**src/rtl/io_event_pkg.sv**
```systemverilog
// Shared types and defaults for the register-file event writer.
// Register indices and the button/collision state encodings.
package io_event_pkg;

    localparam logic [4:0] BTN_REG_DEF    = 5'd20;
    localparam logic [4:0] SCREEN_REG_DEF = 5'd22;
    localparam logic [4:0] COLL_REG_DEF   = 5'd24;

    typedef enum logic [1:0] {
        BTN_IDLE,
        BTN_DEBOUNCE,
        BTN_HELD
    } btn_state_t;

    typedef enum logic {
        COLL_ARMED,
        COLL_LATCHED
    } coll_state_t;

endpackage

```
**src/rtl/event_debouncer.sv**
```systemverilog
// Button synchroniser and debouncer.
// Emits one press pulse per debounced press; a release re-arms it.
module event_debouncer
    import io_event_pkg::*;
#(
    parameter int CYCLES = 500000
) (
    input  logic clk,
    input  logic rst_n,
    input  logic din,
    output logic pulse
);

    localparam int CW = (CYCLES > 1) ? $clog2(CYCLES) : 1;
    localparam logic [CW-1:0] LAST = CW'(CYCLES - 1);

    logic          s1;
    logic          s2;
    btn_state_t    state;
    btn_state_t    state_d;
    logic [CW-1:0] cnt;
    logic [CW-1:0] cnt_d;
    logic          pulse_d;

    always_ff @(posedge clk or negedge rst_n) begin
        if (!rst_n) begin
            s1    <= 1'b0;
            s2    <= 1'b0;
            state <= BTN_IDLE;
            cnt   <= '0;
            pulse <= 1'b0;
        end else begin
            s1    <= din;
            s2    <= s1;
            state <= state_d;
            cnt   <= cnt_d;
            pulse <= pulse_d;
        end
    end

    // Entering DEBOUNCE is the first stable sample; CYCLES more confirm the press.
    always_comb begin
        state_d = state;
        cnt_d   = cnt;
        pulse_d = 1'b0;
        unique case (state)
            BTN_IDLE: begin
                if (s2) begin
                    state_d = BTN_DEBOUNCE;
                    cnt_d   = '0;
                end
            end
            BTN_DEBOUNCE: begin
                if (!s2) begin
                    state_d = BTN_IDLE;
                end else if (cnt == LAST) begin
                    pulse_d = 1'b1;
                    state_d = BTN_HELD;
                end else begin
                    cnt_d = cnt + 1'b1;
                end
            end
            BTN_HELD: begin
                if (!s2) state_d = BTN_IDLE;
            end
            default: state_d = BTN_IDLE;
        endcase
    end

endmodule

```
**src/rtl/io_event_writer.sv**
```systemverilog
// Hardware writer for the button, screen-tick and collision registers.
// Data outputs pass CPU write data through unless a hardware strobe is up.
module io_event_writer
    import io_event_pkg::*;
#(
    parameter int         DEBOUNCE_CYCLES = 500000,
    parameter int         FRAMES_PER_TICK = 1,
    parameter logic [4:0] BTN_REG         = BTN_REG_DEF,
    parameter logic [4:0] SCREEN_REG      = SCREEN_REG_DEF,
    parameter logic [4:0] COLL_REG        = COLL_REG_DEF
) (
    input  logic        clock,
    input  logic        ctrl_reset_n,
    input  logic        btn_raw,
    input  logic        frame_tick,
    input  logic        collision_raw,
    input  logic        ctrl_writeEnable,
    input  logic [4:0]  ctrl_writeReg,
    input  logic [31:0] data_writeReg,
    output logic [31:0] r20,
    output logic [31:0] r22,
    output logic [31:0] r24,
    output logic        button_signal_reg,
    output logic        screen_signal_reg,
    output logic        collision_signal_reg
);

    localparam int FW = (FRAMES_PER_TICK > 1) ? $clog2(FRAMES_PER_TICK) : 1;
    localparam logic [FW-1:0] F_LAST = FW'(FRAMES_PER_TICK - 1);

    logic          wr_btn_unused;
    logic          wr_screen;
    logic          wr_coll;
    logic [FW-1:0] frame_cnt;
    logic          frame_wrap;
    logic [31:0]   tick_cnt;
    logic          c_s1;
    logic          c_s2;
    logic          c_prev;
    logic          coll_edge;
    logic          coll_fire;
    coll_state_t   coll_state;
    coll_state_t   coll_state_d;

    assign wr_btn_unused = ctrl_writeEnable && (ctrl_writeReg == BTN_REG);
    assign wr_screen     = ctrl_writeEnable && (ctrl_writeReg == SCREEN_REG);
    assign wr_coll       = ctrl_writeEnable && (ctrl_writeReg == COLL_REG);
    assign frame_wrap    = frame_tick && (frame_cnt == F_LAST);
    assign coll_edge     = c_s2 && !c_prev;

    event_debouncer #(
        .CYCLES(DEBOUNCE_CYCLES)
    ) u_btn (
        .clk  (clock),
        .rst_n(ctrl_reset_n),
        .din  (btn_raw),
        .pulse(button_signal_reg)
    );

    // A software write loses to a tick landing in the same cycle.
    always_ff @(posedge clock or negedge ctrl_reset_n) begin
        if (!ctrl_reset_n) begin
            frame_cnt            <= '0;
            tick_cnt             <= '0;
            screen_signal_reg    <= 1'b0;
            c_s1                 <= 1'b0;
            c_s2                 <= 1'b0;
            c_prev               <= 1'b0;
            coll_state           <= COLL_ARMED;
            collision_signal_reg <= 1'b0;
        end else begin
            if (frame_tick) frame_cnt <= frame_wrap ? '0 : frame_cnt + 1'b1;
            if (frame_wrap) begin
                tick_cnt <= tick_cnt + 32'd1;
            end else if (wr_screen && !screen_signal_reg) begin
                tick_cnt <= data_writeReg;
            end
            screen_signal_reg    <= frame_wrap;
            c_s1                 <= collision_raw;
            c_s2                 <= c_s1;
            c_prev               <= c_s2;
            coll_state           <= coll_state_d;
            collision_signal_reg <= coll_fire;
        end
    end

    always_comb begin
        coll_state_d = coll_state;
        coll_fire    = 1'b0;
        unique case (coll_state)
            COLL_ARMED: begin
                if (coll_edge) begin
                    coll_fire    = 1'b1;
                    coll_state_d = COLL_LATCHED;
                end
            end
            COLL_LATCHED: begin
                if (wr_coll && !collision_signal_reg) coll_state_d = COLL_ARMED;
            end
            default: coll_state_d = COLL_ARMED;
        endcase
    end

    assign r20 = button_signal_reg    ? 32'd1    : data_writeReg;
    assign r22 = screen_signal_reg    ? tick_cnt : data_writeReg;
    assign r24 = collision_signal_reg ? 32'd1    : data_writeReg;

endmodule

```
**config.mk**
```make
export PLATFORM = sky130hd
export DESIGN_NAME = io_event_writer
export DESIGN_NICKNAME = d
export VERILOG_FILES = /design/src/rtl/io_event_pkg.sv /design/src/rtl/event_debouncer.sv /design/src/rtl/io_event_writer.sv
export SDC_FILE = /design/constraint.sdc
export NUM_CORES = 1
export LEC_CHECK = 0
export BUFFER_PORTS_ARGS = -buffer_cell sky130_fd_sc_hd__clkbuf_2
export CAP_MARGIN = 20
export CORE_ASPECT_RATIO = 1.75
export CORE_UTILIZATION = 53
export CTS_BUF_LIST = sky130_fd_sc_hd__clkbuf_8
export CTS_CLUSTER_DIAMETER = 100
export DETAILED_ROUTE_END_ITERATION = 10
export GPL_TIMING_DRIVEN = 0
export PLACE_DENSITY = 0.88
export SETUP_SLACK_MARGIN = 0.05
export SYNTH_ARGS = -nofsm -noshare
export SYNTH_HDL_FRONTEND = slang
export SYNTH_SLANG_ARGS = --single-unit
```
**constraint.sdc**
```tcl
create_clock -name clock -period 2.5 [get_ports clock]
set_input_delay 0.5 -clock clock [delete_from_list [all_inputs] [get_ports clock]]
set_output_delay 0.5 -clock clock [all_outputs]
set_load 0.02 [all_outputs]
```
==> metrics, run 1 <==
Internal 2.00 mW; first-pass GRT wire length 20,900 um; number of H-tree levels 3; Chip Width between 60 and 70 um; diode count 0; total number of vias 4,610; Post-synth top cells nor2b_1 (64), dfrtp_1 (63), nand2_1 (43); Worst-Margin Slew 0.876 ns; post-synth top area share 37.1%; number of warnings issued by yosys 0; Hold Startpoint collision_raw; core area 7670 um2; critical setup path kind register to output port; crit path capture r22[24]; initial antenna violation count 0; r2r worst-path depth 8; largest registers tick_cnt x32, u_btn.cnt x19, u_btn.state x2; Crit path max-delay family buffers and inverters; Sw Share 34.6%; ys async rst share 100%; area delta synth->final 25.0%; routed vias/inst 6.25; Die ar. 8390 um2; Arr. time, crit path 1.92 ns; VDD IR max 0.435 mV; CP Buf/Inv Count 3; count leader, synth nor2b_1; Worst R2R Start u_btn.cnt[0]; Max-Cap Viols 0; clock-pin slew on the worst setup and hold paths 0.08 ns; crit path time final 2.42 ns; vias in the first global route 4,342; Leakage Power 2.45 nW; Yosys reg bits 63; Netlist cell types 53; Critical path origin screen_signal_reg; total gr overflow 0; top cells by area, synth dfrtp_1 (37%), nor2b_1 (9.4%), mux2_2 (8.5%), nand2_1 (3.8%), nor2_1 (3.7%); Seq pwr share between 40% and 50%; pin count of the biggest net entering global routing 64; RR Endpoint u_btn.cnt[4]; CTS tree done; Final GP Congestion 0.989; critical path endpoint category output port; FP Rows 42; clock sink total 63; Rel. slew slack 41.6%; clock latency on the worst-skew pair 0.36 ns; register with the most flip-flops tick_cnt; power per cell area a little under 600 nW/um2; DRC 0; initial cell density of the core 55.3%; slowest CP cell mux2_2; Final Cycle Share 96.6%; P_sw about 1.1 mW; Worst Path Required about 2 ns; WL per Instance 17.9 um; hold_buf cts 0; Fin. Hold Viols 0; Clock Skew approximately 0.011 ns; root buffer cell clkbuf_8; worst hold path class primary input to register; Comb pwr share 25.7%; Routed WL about 13,000 um; Final Util 69.2%; GRT Overall Usage 31.4%; die height 120 um; share of cells above drive strength 1 32.8%; Clk pwr share ~34%; Post-DP HPWL 9690 um; CTS buffer count 9; Peak Freq 414 MHz; TritonRoute pass-1 iters 6; Critical Path, Cell by Cell clkbuf_1, clkbuf_2, mux2_2, clkbuf_2; outcome finished clean; Avg Cell Area, Syn 8.61 um2; Seq/Total Area, Yosys 37.1%; Worst setup SP type register; port bufs 141; fin nets 690; DRT iter0 DRCs between 400 and 500; io pins 142; top_reg_cell synth dfrtp_1; Cells after Synth 493; clk buf depth 2; Final setup viols 0; post-route ant nets 0; cell taking the most area after synthesis dfrtp_1; max reg flops 32; Worst path most repeated cell clkbuf_2; Synthesized Nets 538; crit path max fanout 10; WHS 0.251 ns; r2r setup slk 0.23 ns; cell area after synthesis 4250 um2; Levels on crit path 4; Slowest Stage Delay on Critical Path about 0.4 ns; Post-synth EDFFs 0; max-slew violations 0; RSZ-0062 raised after global routing true
## routing by layer
layer  global-route usage (%)  wire length [um]
met5                        0                 0
met4                     16.8               588
met3                     4.50               785
met2                     57.7              6920
met1                     34.4              4890
## stage by stage
stage               instance area [um2]  TNS (ns)  std cells  setup slack [ns]  total power [mW]
floorplan                          4250         0        493             0.442              1.74
global placement                   5060    -0.186        722           -0.0532              2.00
detailed placement                 5060    -0.431        722            -0.108              2.03
CTS                                5300         0        738            0.0638              3.06
global route                       5310         0        738            0.0364              3.18
finish                             5310         0        738            0.0838              3.06
## cell type report
type / count / area [um2]
multi-input cells: 392 / 2530
fillers: 614 / 2370
flip-flops and latches: 63 / 1580
repair buffers: 141 / 708
clock buffers: 10 / 138
plain buffers: 31 / 129
well taps: 88 / 110
clock inverters: 6 / 92.6
inverters: 7 / 26.3
## power groups by stage
stage          logic (mW)  registers, mW  clock network (mW)
2_1_floorplan       0.522           1.21                   0
3_3_place_gp        0.758           1.24                   0
3_5_place_dp        0.777           1.25                   0
4_1_cts             0.785           1.23                1.05
5_1_grt             0.849           1.25                1.08
6_report            0.786           1.24                1.03
## what timing repair did
item	4_1_cts	5_1_grt
setup buffers	0	0
resized for setup	3	6
endpoints found under the setup margin	30	17
## cells by family after synthesis
logic type / synth area share (%)
AOI/OAI and AO/OA: 15.2
xor gates and xnor gates: 0.825
adders and majority gates: 0.589
buffers and inverters: 3.51
DFF: 37.1
muxes: 9.67
and+or+nand+nor: 33.1
## worst min-delay path by stage
stage / cells past startpoint / endpoint / slack, ns
after floorplan: 0 / c_prev / 0.20
after global placement: 0 / u_btn.s2 / 0.33
after detailed placement: 0 / u_btn.s2 / 0.34
after CTS: 1 / c_s1 / 0.24
after global routing: 1 / u_btn.s1 / 0.25
final: 1 / c_s1 / 0.25
## cells in the final DEF, fill, tap and decap left out, types with 3 or more instances in the layout
| cell type | count |
|---|---|
| o311ai_0 | 3 |
| a21o_1 | 6 |
| o221a_2 | 3 |
| a311oi_1 | 9 |
| a211oi_1 | 10 |
| nor3_1 | 19 |
| inv_1 | 7 |
| and2_1 | 6 |
| or2_2 | 5 |
| nand4_1 | 12 |
| or3_1 | 5 |
| o21ai_0 | 18 |
| o31ai_1 | 5 |
| nand3_1 | 17 |
| xnor2_1 | 4 |
| nor3b_1 | 3 |
| a21oi_1 | 17 |
| o211ai_1 | 4 |
| and4_1 | 11 |
| nand2_1 | 43 |
| nand2b_1 | 4 |
| mux2_2 | 32 |
| a31oi_1 | 4 |
| nor2_1 | 42 |
| o22ai_1 | 3 |
| clkbuf_1 | 20 |
| and3_1 | 7 |
| clkbuf_8 | 10 |
| mux2i_1 | 5 |
| or4_1 | 3 |
| buf_2 | 6 |
| o41ai_1 | 3 |
| nor4_1 | 5 |
| clkbuf_2 | 144 |
| dfrtp_1 | 63 |
| nor2b_1 | 64 |
No activity file was read; power rests on OpenSTA's default activity.
==> run 2, diff against run 1 <==
--- a/config.mk
+++ b/config.mk
@@ -15,6 +15,7 @@
 export GPL_TIMING_DRIVEN = 0
 export PLACE_DENSITY = 0.88
 export SETUP_SLACK_MARGIN = 0.05
+export SKIP_LAST_GASP = 1
 export SYNTH_ARGS = -nofsm -noshare
 export SYNTH_HDL_FRONTEND = slang
 export SYNTH_SLANG_ARGS = --single-unit
==> constraint.sdc (replaced) <==
create_clock -name clock -period 2.5 [get_ports clock]
set_input_delay 0.125 -clock clock [delete_from_list [all_inputs] [get_ports clock]]
set_output_delay 0.125 -clock clock [all_outputs]
set_load 0.02 [all_outputs]
==> run 2 against run 1 <==
Against the previous run: sequential power barely moved; cell count rose by 0.54%; die area did not move; clock skew barely moved; clock-buffer cell count did not move; global-route usage rose by 0.12 points; combinational power rose by 0.9%; power rose by 0.22%; maximum frequency rose by 5.0%; critical path type unchanged; largest cell class unchanged; largest power group unchanged; highest routed layer unchanged.
==> metrics, run 2 (same netlist as run 1, synthesis figures left out) <==
outcome finished clean; Design Area, Final 5350 um2; Arr. time, crit path approximately 2.2 ns; WL per Instance 17.7 um; Sw Share about a third; register with the most flip-flops tick_cnt; most frequent cells in the layout clkbuf_2 (142), nor2b_1 (64), dfrtp_1 (63); Internal between 2 and 2.5 mW; vias in the first global route about 4,400; critical setup path kind register to output port; FILL cells 609; total number of vias between 4,000 and 5,000; die height between 100 and 150 um; crit path max fanout 10; Worst Path Required 2.38 ns; clock latency on the worst-skew pair 0.36 ns; Post-DP HPWL just under 10,000 um; Die ar. about 8400 um2; clock-pin slew on the worst setup and hold paths around 0.08 ns; pin count of the biggest net entering global routing 64; CTS tree done; max-slew violations 0; Post-Place Cells about 720; initial antenna violation count 0; Worst setup SP type register; max reg flops 32; RSZ-0062 raised after global routing false; worst hold path class primary input to register; fin nets roughly 700; Worst Slack Setup Final 0.198 ns; largest registers tick_cnt x32, u_btn.cnt x19, u_btn.state x2; initial cell density of the core between 50% and 60%; Worst-Margin Slew 0.883 ns; share of cells above drive strength 1 around 32%; first-pass GRT wire length approximately 21,000 um; Leakage Power 2.47 nW; postcts setup bufs 0; DRC 0; total gr overflow 0; DRT iter0 DRCs 442; clk buf depth 2; Fin. Hold Viols 0; core area roughly 7700 um2; number of H-tree levels 3; Peak Freq 434 MHz; clock sink total 63; power per cell area 573 nW/um2; GRT Overall Usage about a third; Final setup viols 0; Chip Width between 60 and 70 um; Seq pwr share between 40% and 50%; post-route ant nets 0; Place WS between 0.1 and 0.15 ns; port bufs between 100 and 150; crit path time final between 2 and 2.5 ns; Post-DP Area 5060 um2; Rel. slew slack between 40% and 50%; Comb pwr share 25.8%; routed vias/inst ~6.2; root buffer cell clkbuf_8; Clk pwr share about a third; Layout Cells excl Fill 742; most frequent standard cell in the layout excluding fill and tap cells clkbuf_2; Clock Skew 0.0106 ns; critical path endpoint category output port; Max-Cap Viols 0; VDD IR max 0.435 mV; Final GP Congestion 0.989; r2r setup slk 0.23 ns; Final Cycle Share 92.1%; diode count 0; area delta synth->final 26.1%; CTS buffer count 9; TritonRoute pass-1 iters 5; Routed WL 13,200 um; Final Util between 60% and 70%; setup TNS 0 ns; io pins 142; FP Rows 42; P_sw 1.06 mW
==> run 2: changes by cell type in the layout (fill, tap and decap cells not counted) <==
cell           change
clkbuf_1           +3
nor4bb_2           -1
dlygate4sd3_1      +4
nor4bb_4           +1
clkbuf_2           -2
buf_2              -1
==> run 2: power groups by stage <==
stage               Clock, mW  Sequential, mW  Combinational (mW)
floorplan                   0            1.21               0.522
global placement            0            1.24               0.758
detailed placement          0            1.25               0.777
CTS                      1.05            1.23               0.789
global route             1.08            1.25               0.856
finish                   1.04            1.24               0.793
==> run 2: per-layer routing <==
metal  global-route usage [%]  share of wire, %  up-vias  routed length (um)
met2                     57.7                53      220                6950
met5                        0                 0        -                   0
met4                     17.3               4.2        0                 556
met3                     4.83               5.9       44                 771
li1                         -                 -     2110                   -
met1                     34.3                37     2201                4870
==> run 2: metrics by stage <==
stage | power (mW) | hold slack [ns]
5_1_grt | 3.19 | 0.0770
2_1_floorplan | 1.74 | -0.171
6_report | 3.07 | 0.0512
3_3_place_gp | 2.00 | 0.235
3_5_place_dp | 2.03 | 0.236
4_1_cts | 3.07 | 0.0434
==> run 2: timing repair <==
action	in CTS	in global routing
endpoints found under the hold margin	66	0
endpoints found under the setup margin	0	15
hold buffers	4	0
resized for setup	0	6
==> run 2: critical path: stages, from the launching register on <==
cell and delay, ns:
dfrtp_1 0.35, clkbuf_1 0.32, clkbuf_1 0.56, mux2_2 0.43, clkbuf_2 0.16
==> run 2: worst paths after layout <==
check,startpoint,endpoint,cells after the start
setup / recovery,screen_signal_reg,r22[24],4
hold / removal,data_writeReg[18],tick_cnt[18],3
setup reg to reg,u_btn.cnt[0],u_btn.cnt[4],8
hold reg to reg,u_btn.s1,u_btn.s2,0
max in group asynchronous,ctrl_reset_n,c_prev,2
min in group asynchronous,ctrl_reset_n,tick_cnt[19],2
==> run 2: cell type report <==
cell class	instances	area, um2	area share, %
multi-input cells	392	2530	47.4
clock inverters	6	92.6	1.73
flip-flops and latches	63	1580	29.5
repair buffers	145	748	14.0
inverters	7	26.3	0.491
plain buffers	31	125	2.34
clock buffers	10	138	2.57
well taps	88	110	2.06
